**config.mk**
```make
export PLATFORM = sky130hd
export DESIGN_NAME = mem_region_switch
export DESIGN_NICKNAME = d
export VERILOG_FILES = /design/src/rtl/mem_region_switch.sv
export SDC_FILE = /design/constraint.sdc
export NUM_CORES = 1
export LEC_CHECK = 0
export CAP_MARGIN = 10
export CORE_AREA = 4 4 705 707
export CTS_CLUSTER_SIZE = 20
export DETAILED_ROUTE_END_ITERATION = 8
export DIE_AREA = 0 0 709 711
export GPL_ROUTABILITY_DRIVEN = 0
export PLACE_DENSITY_LB_ADDON = 0.3
export SLEW_MARGIN = 20
export SYNTH_ARGS = -nofsm -noshare
export SYNTH_HDL_FRONTEND = slang
export SYNTH_SLANG_ARGS = --single-unit
```
**constraint.sdc**
```tcl
create_clock -name clk -period 4.2 [get_ports clk]
set_input_delay 0.63 -clock clk [delete_from_list [all_inputs] [get_ports clk]]
set_output_delay 0.63 -clock clk [all_outputs]
set_load 0.02 [all_outputs]
```
**src/rtl/mem_region_switch.sv**
```systemverilog
// N-way address-region switch: splits each LSU request into one sub-request per
// target region, tracks in-flight traffic per region and merges responses round-robin.
module mem_region_switch #(
  parameter int NUM_LANES   = 4,
  parameter int NUM_REGIONS = 3,
  parameter int ADDR_WIDTH  = 30,
  parameter int DATA_SIZE   = 4,
  parameter int TAG_WIDTH   = 16,
  parameter int FLAGS_WIDTH = 3,
  parameter logic [NUM_REGIONS-1:0][ADDR_WIDTH-1:0] REGION_BASE = '0,
  parameter logic [NUM_REGIONS-1:0][ADDR_WIDTH-1:0] REGION_MASK = '0,
  parameter int MAX_PENDING = 8
) (
  input  logic clk,
  input  logic reset_n,
  input  logic in_req_valid,
  output logic in_req_ready,
  input  logic [NUM_LANES-1:0] in_req_mask,
  input  logic in_req_rw,
  input  logic [NUM_LANES-1:0][DATA_SIZE-1:0] in_req_byteen,
  input  logic [NUM_LANES-1:0][ADDR_WIDTH-1:0] in_req_addr,
  input  logic [NUM_LANES-1:0][FLAGS_WIDTH-1:0] in_req_flags,
  input  logic [NUM_LANES-1:0][DATA_SIZE*8-1:0] in_req_data,
  input  logic [TAG_WIDTH-1:0] in_req_tag,
  output logic [NUM_REGIONS-1:0] out_req_valid,
  input  logic [NUM_REGIONS-1:0] out_req_ready,
  output logic [NUM_REGIONS-1:0][NUM_LANES-1:0] out_req_mask,
  output logic [NUM_REGIONS-1:0] out_req_rw,
  output logic [NUM_REGIONS-1:0][NUM_LANES-1:0][DATA_SIZE-1:0] out_req_byteen,
  output logic [NUM_REGIONS-1:0][NUM_LANES-1:0][ADDR_WIDTH-1:0] out_req_addr,
  output logic [NUM_REGIONS-1:0][NUM_LANES-1:0][FLAGS_WIDTH-1:0] out_req_flags,
  output logic [NUM_REGIONS-1:0][NUM_LANES-1:0][DATA_SIZE*8-1:0] out_req_data,
  output logic [NUM_REGIONS-1:0][TAG_WIDTH-1:0] out_req_tag,
  input  logic [NUM_REGIONS-1:0] out_rsp_valid,
  output logic [NUM_REGIONS-1:0] out_rsp_ready,
  input  logic [NUM_REGIONS-1:0][NUM_LANES-1:0] out_rsp_mask,
  input  logic [NUM_REGIONS-1:0][NUM_LANES-1:0][DATA_SIZE*8-1:0] out_rsp_data,
  input  logic [NUM_REGIONS-1:0][TAG_WIDTH-1:0] out_rsp_tag,
  output logic in_rsp_valid,
  input  logic in_rsp_ready,
  output logic [NUM_LANES-1:0] in_rsp_mask,
  output logic [NUM_LANES-1:0][DATA_SIZE*8-1:0] in_rsp_data,
  output logic [TAG_WIDTH-1:0] in_rsp_tag,
  output logic idle
);

  localparam int RW = (NUM_REGIONS > 1) ? $clog2(NUM_REGIONS) : 1;
  localparam int CW = $clog2(MAX_PENDING) + 1;

  typedef enum logic {EMPTY, HOLD} state_e;

  state_e state_q, state_d;
  logic rw_q;
  logic [NUM_LANES-1:0][DATA_SIZE-1:0] byteen_q;
  logic [NUM_LANES-1:0][ADDR_WIDTH-1:0] addr_q;
  logic [NUM_LANES-1:0][FLAGS_WIDTH-1:0] flags_q;
  logic [NUM_LANES-1:0][DATA_SIZE*8-1:0] data_q;
  logic [TAG_WIDTH-1:0] tag_q;
  logic [NUM_LANES-1:0] pendingMask_q, pendingMask_d;
  logic [NUM_LANES-1:0][RW-1:0] laneRegion_q, laneRegionIn;
  logic [NUM_REGIONS-1:0][CW-1:0] cnt_q, cnt_d;
  logic [RW-1:0] rrPtr_q, rrPtr_d;

  logic [RW-1:0] curRegion;
  logic [NUM_LANES-1:0] curMask;
  logic curFound, subValid, subFire, lastFire, inFire, inLoad;
  logic [RW-1:0] rspGrant, rspCand;
  logic rspAny;
  int rspIdx;

  // Lowest matching region wins, so scan from the top down and let lower indices overwrite.
  always_comb begin
    for (int l = 0; l < NUM_LANES; l++) begin
      laneRegionIn[l] = RW'(NUM_REGIONS - 1);
      for (int r = NUM_REGIONS - 1; r >= 0; r--) begin
        if ((in_req_addr[l] & REGION_MASK[r]) == REGION_BASE[r]) laneRegionIn[l] = RW'(r);
      end
    end
  end

  always_comb begin
    curRegion = '0;
    curFound  = 1'b0;
    for (int l = 0; l < NUM_LANES; l++) begin
      if (pendingMask_q[l] && !curFound) begin
        curRegion = laneRegion_q[l];
        curFound  = 1'b1;
      end
    end
    for (int l = 0; l < NUM_LANES; l++) begin
      curMask[l] = pendingMask_q[l] && (laneRegion_q[l] == curRegion);
    end
  end

  assign subValid = (state_q == HOLD) && (cnt_q[curRegion] != CW'(MAX_PENDING));
  assign subFire  = subValid && out_req_ready[curRegion];
  assign lastFire = subFire && ((pendingMask_q & ~curMask) == '0);
  assign inFire   = in_req_valid && in_req_ready;
  assign inLoad   = inFire && (in_req_mask != '0);

  always_ff @(posedge clk or negedge reset_n) begin
    if (!reset_n) state_q <= EMPTY;
    else          state_q <= state_d;
  end

  always_comb begin
    state_d = state_q;
    case (state_q)
      EMPTY:   if (inLoad) state_d = HOLD;
      HOLD:    if (lastFire && !inLoad) state_d = EMPTY;
      default: state_d = EMPTY;
    endcase
  end

  always_comb begin
    in_req_ready   = (state_q == EMPTY) || lastFire;
    idle           = (state_q == EMPTY) && (cnt_q == '0);
    out_req_valid  = '0;
    out_req_mask   = '0;
    for (int r = 0; r < NUM_REGIONS; r++) begin
      out_req_rw[r]     = rw_q;
      out_req_byteen[r] = byteen_q;
      out_req_addr[r]   = addr_q;
      out_req_flags[r]  = flags_q;
      out_req_data[r]   = data_q;
      out_req_tag[r]    = tag_q;
    end
    if (subValid) begin
      out_req_valid[curRegion] = 1'b1;
      out_req_mask[curRegion]  = curMask;
    end
  end

  // A new request overrides the clear of the final sub-request fired in the same cycle.
  always_comb begin
    pendingMask_d = pendingMask_q;
    if (subFire) pendingMask_d = pendingMask_q & ~curMask;
    if (inFire)  pendingMask_d = in_req_mask;
  end

  always_comb begin
    for (int r = 0; r < NUM_REGIONS; r++) begin
      cnt_d[r] = cnt_q[r];
      if ((out_req_valid[r] && out_req_ready[r]) && !(out_rsp_valid[r] && out_rsp_ready[r]))
        cnt_d[r] = cnt_q[r] + CW'(1);
      else if (!(out_req_valid[r] && out_req_ready[r]) && (out_rsp_valid[r] && out_rsp_ready[r]))
        cnt_d[r] = cnt_q[r] - CW'(1);
    end
  end

  // Round-robin search starts at the pointer and wraps past the last port.
  always_comb begin
    rspGrant = '0;
    rspCand  = '0;
    rspAny   = 1'b0;
    rspIdx   = 0;
    for (int i = 0; i < NUM_REGIONS; i++) begin
      rspIdx = int'(rrPtr_q) + i;
      if (rspIdx >= NUM_REGIONS) rspIdx = rspIdx - NUM_REGIONS;
      rspCand = RW'(rspIdx);
      if (!rspAny && out_rsp_valid[rspCand]) begin
        rspAny   = 1'b1;
        rspGrant = rspCand;
      end
    end
    in_rsp_valid  = rspAny;
    in_rsp_mask   = out_rsp_mask[rspGrant];
    in_rsp_data   = out_rsp_data[rspGrant];
    in_rsp_tag    = out_rsp_tag[rspGrant];
    out_rsp_ready = '0;
    if (rspAny) out_rsp_ready[rspGrant] = in_rsp_ready;
    rrPtr_d = rrPtr_q;
    if (rspAny && in_rsp_ready)
      rrPtr_d = (rspGrant == RW'(NUM_REGIONS - 1)) ? '0 : rspGrant + RW'(1);
  end

  always_ff @(posedge clk or negedge reset_n) begin
    if (!reset_n) begin
      pendingMask_q <= '0;
      laneRegion_q  <= '0;
      cnt_q         <= '0;
      rrPtr_q       <= '0;
      rw_q          <= 1'b0;
      byteen_q      <= '0;
      addr_q        <= '0;
      flags_q       <= '0;
      data_q        <= '0;
      tag_q         <= '0;
    end else begin
      pendingMask_q <= pendingMask_d;
      cnt_q         <= cnt_d;
      rrPtr_q       <= rrPtr_d;
      if (inFire) begin
        laneRegion_q <= laneRegionIn;
        rw_q         <= in_req_rw;
        byteen_q     <= in_req_byteen;
        addr_q       <= in_req_addr;
        flags_q      <= in_req_flags;
        data_q       <= in_req_data;
        tag_q        <= in_req_tag;
      end
    end
  end

endmodule

```
==> results.txt, run 1 <==
Finished Layout Cells: 9715
top post-synthesis cells by area: dfrtp_1, buf_4, mux2_2
Fillers: 56500
EDFF count, synth: 0
Setup WS post-layout: -0.00891 ns
routed wire length: 256 mm
Avg Vias per Cell: 2.09
# clock sinks: 312
H-tree levels: 2
asr flop ratio synth: 100%
worst-path maximum fanout: 6
pin count of the biggest net entering global routing: 75
clk slew on worst S/H paths: 0.06 ns
clk buf depth: 3
first-pass GRT wire length: 302 mm
FF+latch count, synth: 312
Starting Density: 3.91%
Cells after Synth: 1835
CTS tree: built
placed insts: 9545
Die X: 709 um
num rows: 257
Min-Delay Path Class: register to register
Leak: 15.9 nW
CP Class: register to primary output
Critical Path Start Type: register
post-place setup slack: -0.407 ns
Synthesis Warnings: 0
RSZ-0062 raised after global routing: yes
number of global-route vias before repair: 20900
routed wire length per instance: 26.4 um
Layout area overhead: 139%
max cap viols: 0
total power per unit cell area: 870 mW/mm^2
post-synthesis cell type count: 36
# DRC: 0
Seq/Total Area, Yosys: 40.8%
NumNets Final: 3921
Peak VDD IR: 0.000659 V
Num CTS Buffers: 43
Worst-Margin Slew: 1.09 ns
fin util: 9.32%
full die area: 0.504 mm^2
crit path DAT: 3.58 ns
chip height: 711 um
port buffer count: 1786
Met1 Wirelength: 94.3 mm
Period minus WS final: 4.21 ns
overall global routing resource usage: 9.71%
failing checks: negative setup slack
post-detail-place hpwl: 233 mm
initial antenna violation count: 183
Clock Tree Root: clkbuf_16
Initial DRC Count: 1017
fin crit share: 100%
share of cells above drive strength 1: 27.7%
Synth Cell Area: 0.0191 mm^2
WL met3: 24.1 mm
DRT antenna net count: 0
synthesized area per cell: 10.4 um^2
first-pass iteration count of the detailed router: 5
Via Count: 20300
Synth area leader: dfrtp_1
Primary FF master, synth: dfrtp_1
status: finished, violations left
met2 WL: 131 mm
WP data required: 3.57 ns
global route total overflow: 0
critical path endpoint category: primary output
boundary pin count: 1799
area of the core: 0.490 mm^2
Top Layer Used: met5
Rel. slew slack: 27.4%
Hold Vio Cnt, Final: 0
endpoints failing setup: 1
clk_skew: 0.0213 ns
Fmax: 238 MHz
final slew viol count: 0
clk_lat worst skew: 0.67 ns
top-area cell type share of the netlist area: 40.8%
## cells in the mapped netlist (2+ instances only)
master,n
a21oi_1,4
a22o_1,4
a22oi_1,148
and2_1,7
buf_2,58
buf_4,601
clkbuf_1,21
dfrtp_1,312
ha_1,11
inv_1,161
mux2_2,294
mux2i_1,5
nand2_1,13
nand3_1,4
nor2_1,2
nor2b_1,5
nor3_1,3
nor4b_1,2
o21ai_0,121
o21ai_1,34
or3_1,2
xnor2_1,9
## report_power, final
| group | leakage [nW] | total (mW) | switching (mW) | internal, mW |
|---|---|---|---|---|
| clock | 0.676 | 3.78 | 1.64 | 2.14 |
| combinational | 11.5 | 29.8 | 16.5 | 13.2 |
| sequential | 3.65 | 6.17 | 2.38 | 3.79 |
| total | 15.9 | 39.7 | 20.6 | 19.2 |
## worst max-delay path, cell delays in order, from the launching register on
cell,delay (ns)
dfrtp_2,0.45
ha_4,0.18
mux2i_1,0.12
o22a_1,0.24
or3_4,0.40
a32oi_4,0.25
buf_12,0.15
buf_16,0.14
or2_4,0.19
buf_12,0.16
buf_6,0.11
buf_6,0.12
buf_6,0.12
o21ai_4,0.06
buf_12,0.16
## what timing repair did
action                     in CTS  in global routing
setup endpoints to repair     150                150
hold endpoints to repair       30                  0
hold buffers                    1                  0
gates cloned                   12                  6
setup buffers                  30                 15
gates resized for setup       489                323
pin swaps                       9                 18
## cells by family after synthesis
logic type / Yosys count / share of synthesized area (%)
AND/OR/NAND/NOR: 41 / 1.12
other: 1 / 0.0196
buffers and inverters: 841 / 28.7
XOR/XNOR: 10 / 0.458
AO/OA/AOI/OAI: 319 / 10.5
adder cells (fa/ha/maj): 12 / 0.824
flip-flops: 312 / 40.8
multiplexers: 299 / 17.6
## cell type report
class | count | area [um^2] | area share [%]
diodes | 52 | 130 | 0.285
clock inverters | 15 | 149 | 0.326
clock buffers | 60 | 1220 | 2.67
repair buffers | 1949 | 20300 | 44.5
well taps | 6475 | 8100 | 17.7
inverters | 161 | 607 | 1.33
flip-flops and latches | 312 | 7810 | 17.1
multi-input cells | 691 | 7300 | 16.0
## routing by layer
layer  global-route usage, %  vias to the layer above
met5                       0                        -
met4                    1.86                       90
met3                    3.71                      383
met2                    17.8                     1416
met1                    10.5                    10100
li1                        -                     8301
## metrics by stage
step                      hold slack, ns  cell area, um^2  power, mW  TNS [ns]
after floorplan                    0.334            19200       15.3         0
after global placement             0.467            41500       31.1     -2.61
after detailed placement           0.464            41500       31.2     -1.19
after CTS                          0.418            44300       38.7     -6.99
after global routing               0.477            45600       41.5    -12.10
final                              0.473            45700       39.7  -0.00891
## flip-flops by register name, summed over array words and instances (netlist names)
register	cells
out_req_data	128
out_req_addr	120
out_req_byteen	16
tag_q	16
cnt_q	12
out_req_flags	12
pendingMask_q	4
rrPtr_q	2
rw_q	1
state_q	1
## path summary, 6_finish.rpt
check                      slack (ns)  cells after the start        from             end
max in group asynchronous        2.61                      3     reset_n      rrPtr_q[1]
min                              0.47                      1   cnt_q[11]       cnt_q[11]
max                            -0.009                     14  rrPtr_q[1]  in_rsp_data[0]
max reg2reg                      0.31                     19  rrPtr_q[1]        cnt_q[3]
min in group asynchronous        0.55                      2     reset_n       tag_q[10]
min reg2reg                      0.47                      1   cnt_q[11]       cnt_q[11]
## cell usage in the layout, fill, tap and decap left out, types with 3 or more instances in the layout
cell type / n
a22oi_1: 96
mux2_2: 294
diode_2: 52
clkbuf_8: 8
clkdlybuf4s50_1: 1621
buf_12: 63
buf_6: 117
and2_1: 6
a22o_1: 4
inv_1: 158
ha_4: 3
o21ai_0: 14
mux2i_1: 4
clkbuf_16: 48
buf_4: 104
buf_16: 10
dfrtp_1: 311
nor3_1: 3
buf_2: 10
xnor2_1: 9
ha_1: 8
conb_1: 10
clkinv_2: 9
nor2b_1: 3
buf_8: 17
o21ai_2: 46
nand3_1: 4
a22oi_2: 52
o21ai_4: 80
o21ai_1: 15
nand2_1: 12
a21oi_1: 4
clkbuf_1: 9
Note: power is estimated with default switching activity, not from simulation.
==> run 2, diff against run 1 <==
--- a/config.mk
+++ b/config.mk
@@ -12,6 +12,7 @@
 export DIE_AREA = 0 0 709 711
 export GPL_ROUTABILITY_DRIVEN = 0
 export PLACE_DENSITY_LB_ADDON = 0.3
+export SKIP_CTS_REPAIR_TIMING = 1
 export SLEW_MARGIN = 20
 export SYNTH_ARGS = -nofsm -noshare
 export SYNTH_HDL_FRONTEND = slang
==> run 2 against run 1 <==
Against the previous run: the flow still finishes with violations (negative setup slack); first-iteration DRC count is 4.9% higher; worst setup slack hardly changed; largest cell class unchanged; global-route usage is 0.15 points lower; critical path depth is 2 lower; via count is 0.97% lower.
==> results.txt, run 2 (synthesized netlist as in run 1, its figures left out) <==
failing checks: negative setup slack
Critical Path Start Type: register
post-route cell area: 0.0445 mm^2 (-2.5%)
Peak VDD IR: 0.000571 V (-13%)
Worst-Margin Slew: 1.06 ns (-0.0253 ns)
endpoints failing setup: 1 (unchanged)
first-pass iteration count of the detailed router: 5 (unchanged)
cell family with most CP delay: compound AO/OA/AOI/OAI gates
fin crit share: 100% (about the same)
Leak: 15.6 nW (-1.7%)
crit path DAT: 3.58 ns (about the same)
Worst path max stage delay: 0.55 ns (+0.10 ns)
first-pass GRT wire length: 297 mm (-1.6%)
Period minus WS final: 4.21 ns (+0.000136 ns)
clk buf depth: 3 (unchanged)
CP max-delay cell: a22oi_1
post-place setup slack: -0.407 ns (unchanged)
share of cells above drive strength 1: 25.3% (-2.4 points)
Starting Density: 3.91% (unchanged)
total power: 37.4 mW (-5.9%)
CP bufs+invs: 6 (-1)
fin util: 9.09% (-0.23 points)
Avg Vias per Cell: 2.07 (-1.0%)
overall global routing resource usage: 9.56% (-0.15 points)
boundary pin count: 1799 (unchanged)
DRT antenna net count: 0 (unchanged)
num rows: 257 (unchanged)
commonest non-fill, non-tap cell in the layout: clkdlybuf4s50_1
H-tree levels: 2 (unchanged)
# DRC: 0 (unchanged)
full die area: 0.504 mm^2 (unchanged)
Clock Tree Root: clkbuf_16
worst-path maximum fanout: 17 (+11)
routed wire length per instance: 26.2 um (-0.56%)
CTS tree: built
R2R setup slack: 0.36 ns (+0.05 ns)
CP dominant cell by count: buf_12
pin count of the biggest net entering global routing: 75 (unchanged)
Via Count: 20100 (-0.97%)
routing usage on met2: 17.4% (-0.39 points)
chip height: 711 um (unchanged)
clk_skew: 0.0173 ns (-0.00401 ns)
Die X: 709 um (unchanged)
Min-Delay Path Class: register to register
CP cell instances: inv_2 > ha_4 > mux2i_2 > a2bb2oi_2 > buf_4 > a32oi_4 > buf_12 > buf_12 > buf_12 > a22oi_1 > o21ai_0 > clkbuf_2
Cell Area, Placed: 0.0415 mm^2 (unchanged)
total power per unit cell area: 840 mW/mm^2 (-3.5%)
Initial DRC Count: 1067 (+4.9%)
number of global-route vias before repair: 20400 (-2.2%)
critical path endpoint category: primary output
routing usage on met1: 10.5% (-0.073 points)
final slew viol count: 0 (unchanged)
Setup WS post-layout: -0.00904 ns (-0.000136 ns)
RSZ-0062 raised after global routing: yes
GRT busiest layer: met2
Hold Vio Cnt, Final: 0 (unchanged)
max cap viols: 0 (unchanged)
clk slew on worst S/H paths: 0.06 ns (about the same)
# clock sinks: 312 (unchanged)
routed wire length: 255 mm (-0.52%)
Fmax: 238 MHz (about the same)
area of the core: 0.490 mm^2 (unchanged)
post-detail-place hpwl: 233 mm (unchanged)
Num CTS Buffers: 43 (unchanged)
port buffer count: 1786 (unchanged)
Layout area overhead: 133%
max reg flops: 128 (unchanged)
WP data required: 3.57 ns (about the same)
Rel. slew slack: 29.1% (+1.7 points)
global route total overflow: 0 (unchanged)
GR Util met3: 3.64% (-0.065 points)
CP Class: register to primary output
NumNets Final: 3919 (-0.051%)
status: finished, violations left
most frequent cells in the layout: clkdlybuf4s50_1, dfrtp_1, mux2_2, inv_1, buf_4
clk_lat worst skew: 0.67 ns (about the same)
initial antenna violation count: 182 (-0.55%)
[run 2: cell count changes in the layout (fill, tap and decap cells not counted), sizes merged]
| cell | before | now |
|---|---|---|
| bufbuf | 1 | 0 |
| dlymetal6s2s | 0 | 3 |
| diode | 52 | 58 |
| clkbuf | 65 | 84 |
| buf | 321 | 298 |
[run 2: area by class of cell]
cell class                      instances  area (um^2)
Clock inverter                         15          149
Multi-Input combinational cell        691         6600
Sequential cell                       312         7810
Clock buffer                           60         1220
Inverter                              161          604
Antenna cell                           58          145
Fill cell                           56600       445000
Tap cell                             6475         8100
Timing Repair Buffer                 1947        19900
[run 2: routing by layer]
layer,vias up,routed length (um)
li1,8312,-
met1,9900,94300
met2,1420,130000
met3,359,23900
met4,80,6110
met5,-,563
[run 2: final timing paths]
check / endpoint / cells after the start / from
hold / removal: cnt_q[11] / 1 / cnt_q[11]
setup / recovery: in_rsp_data[104] / 12 / rrPtr_q[1]
hold reg to reg: cnt_q[11] / 1 / cnt_q[11]
min in group asynchronous: tag_q[10] / 2 / reset_n
max in group asynchronous: rrPtr_q[0] / 3 / reset_n
setup reg to reg: cnt_q[3] / 19 / rrPtr_q[1]
[run 2: per-stage QoR]
stage          TNS [ns]  std cells  hold WS [ns]
2_1_floorplan         0       1844         0.334
3_3_place_gp      -2.61       9545         0.467
3_5_place_dp      -1.19       9545         0.464
4_1_cts          -58.73       9620        -0.131
5_1_grt          -11.79       9684         0.477
6_report       -0.00904       9719         0.475
[run 2: power by group]
group	leakage [nW]	total [mW]	switching (mW)	internal [mW]
Combinational	11.3	27.4	15.6	11.9
Sequential	3.65	6.16	2.37	3.79
Clock	0.676	3.78	1.64	2.14
Total	15.6	37.4	19.6	17.8
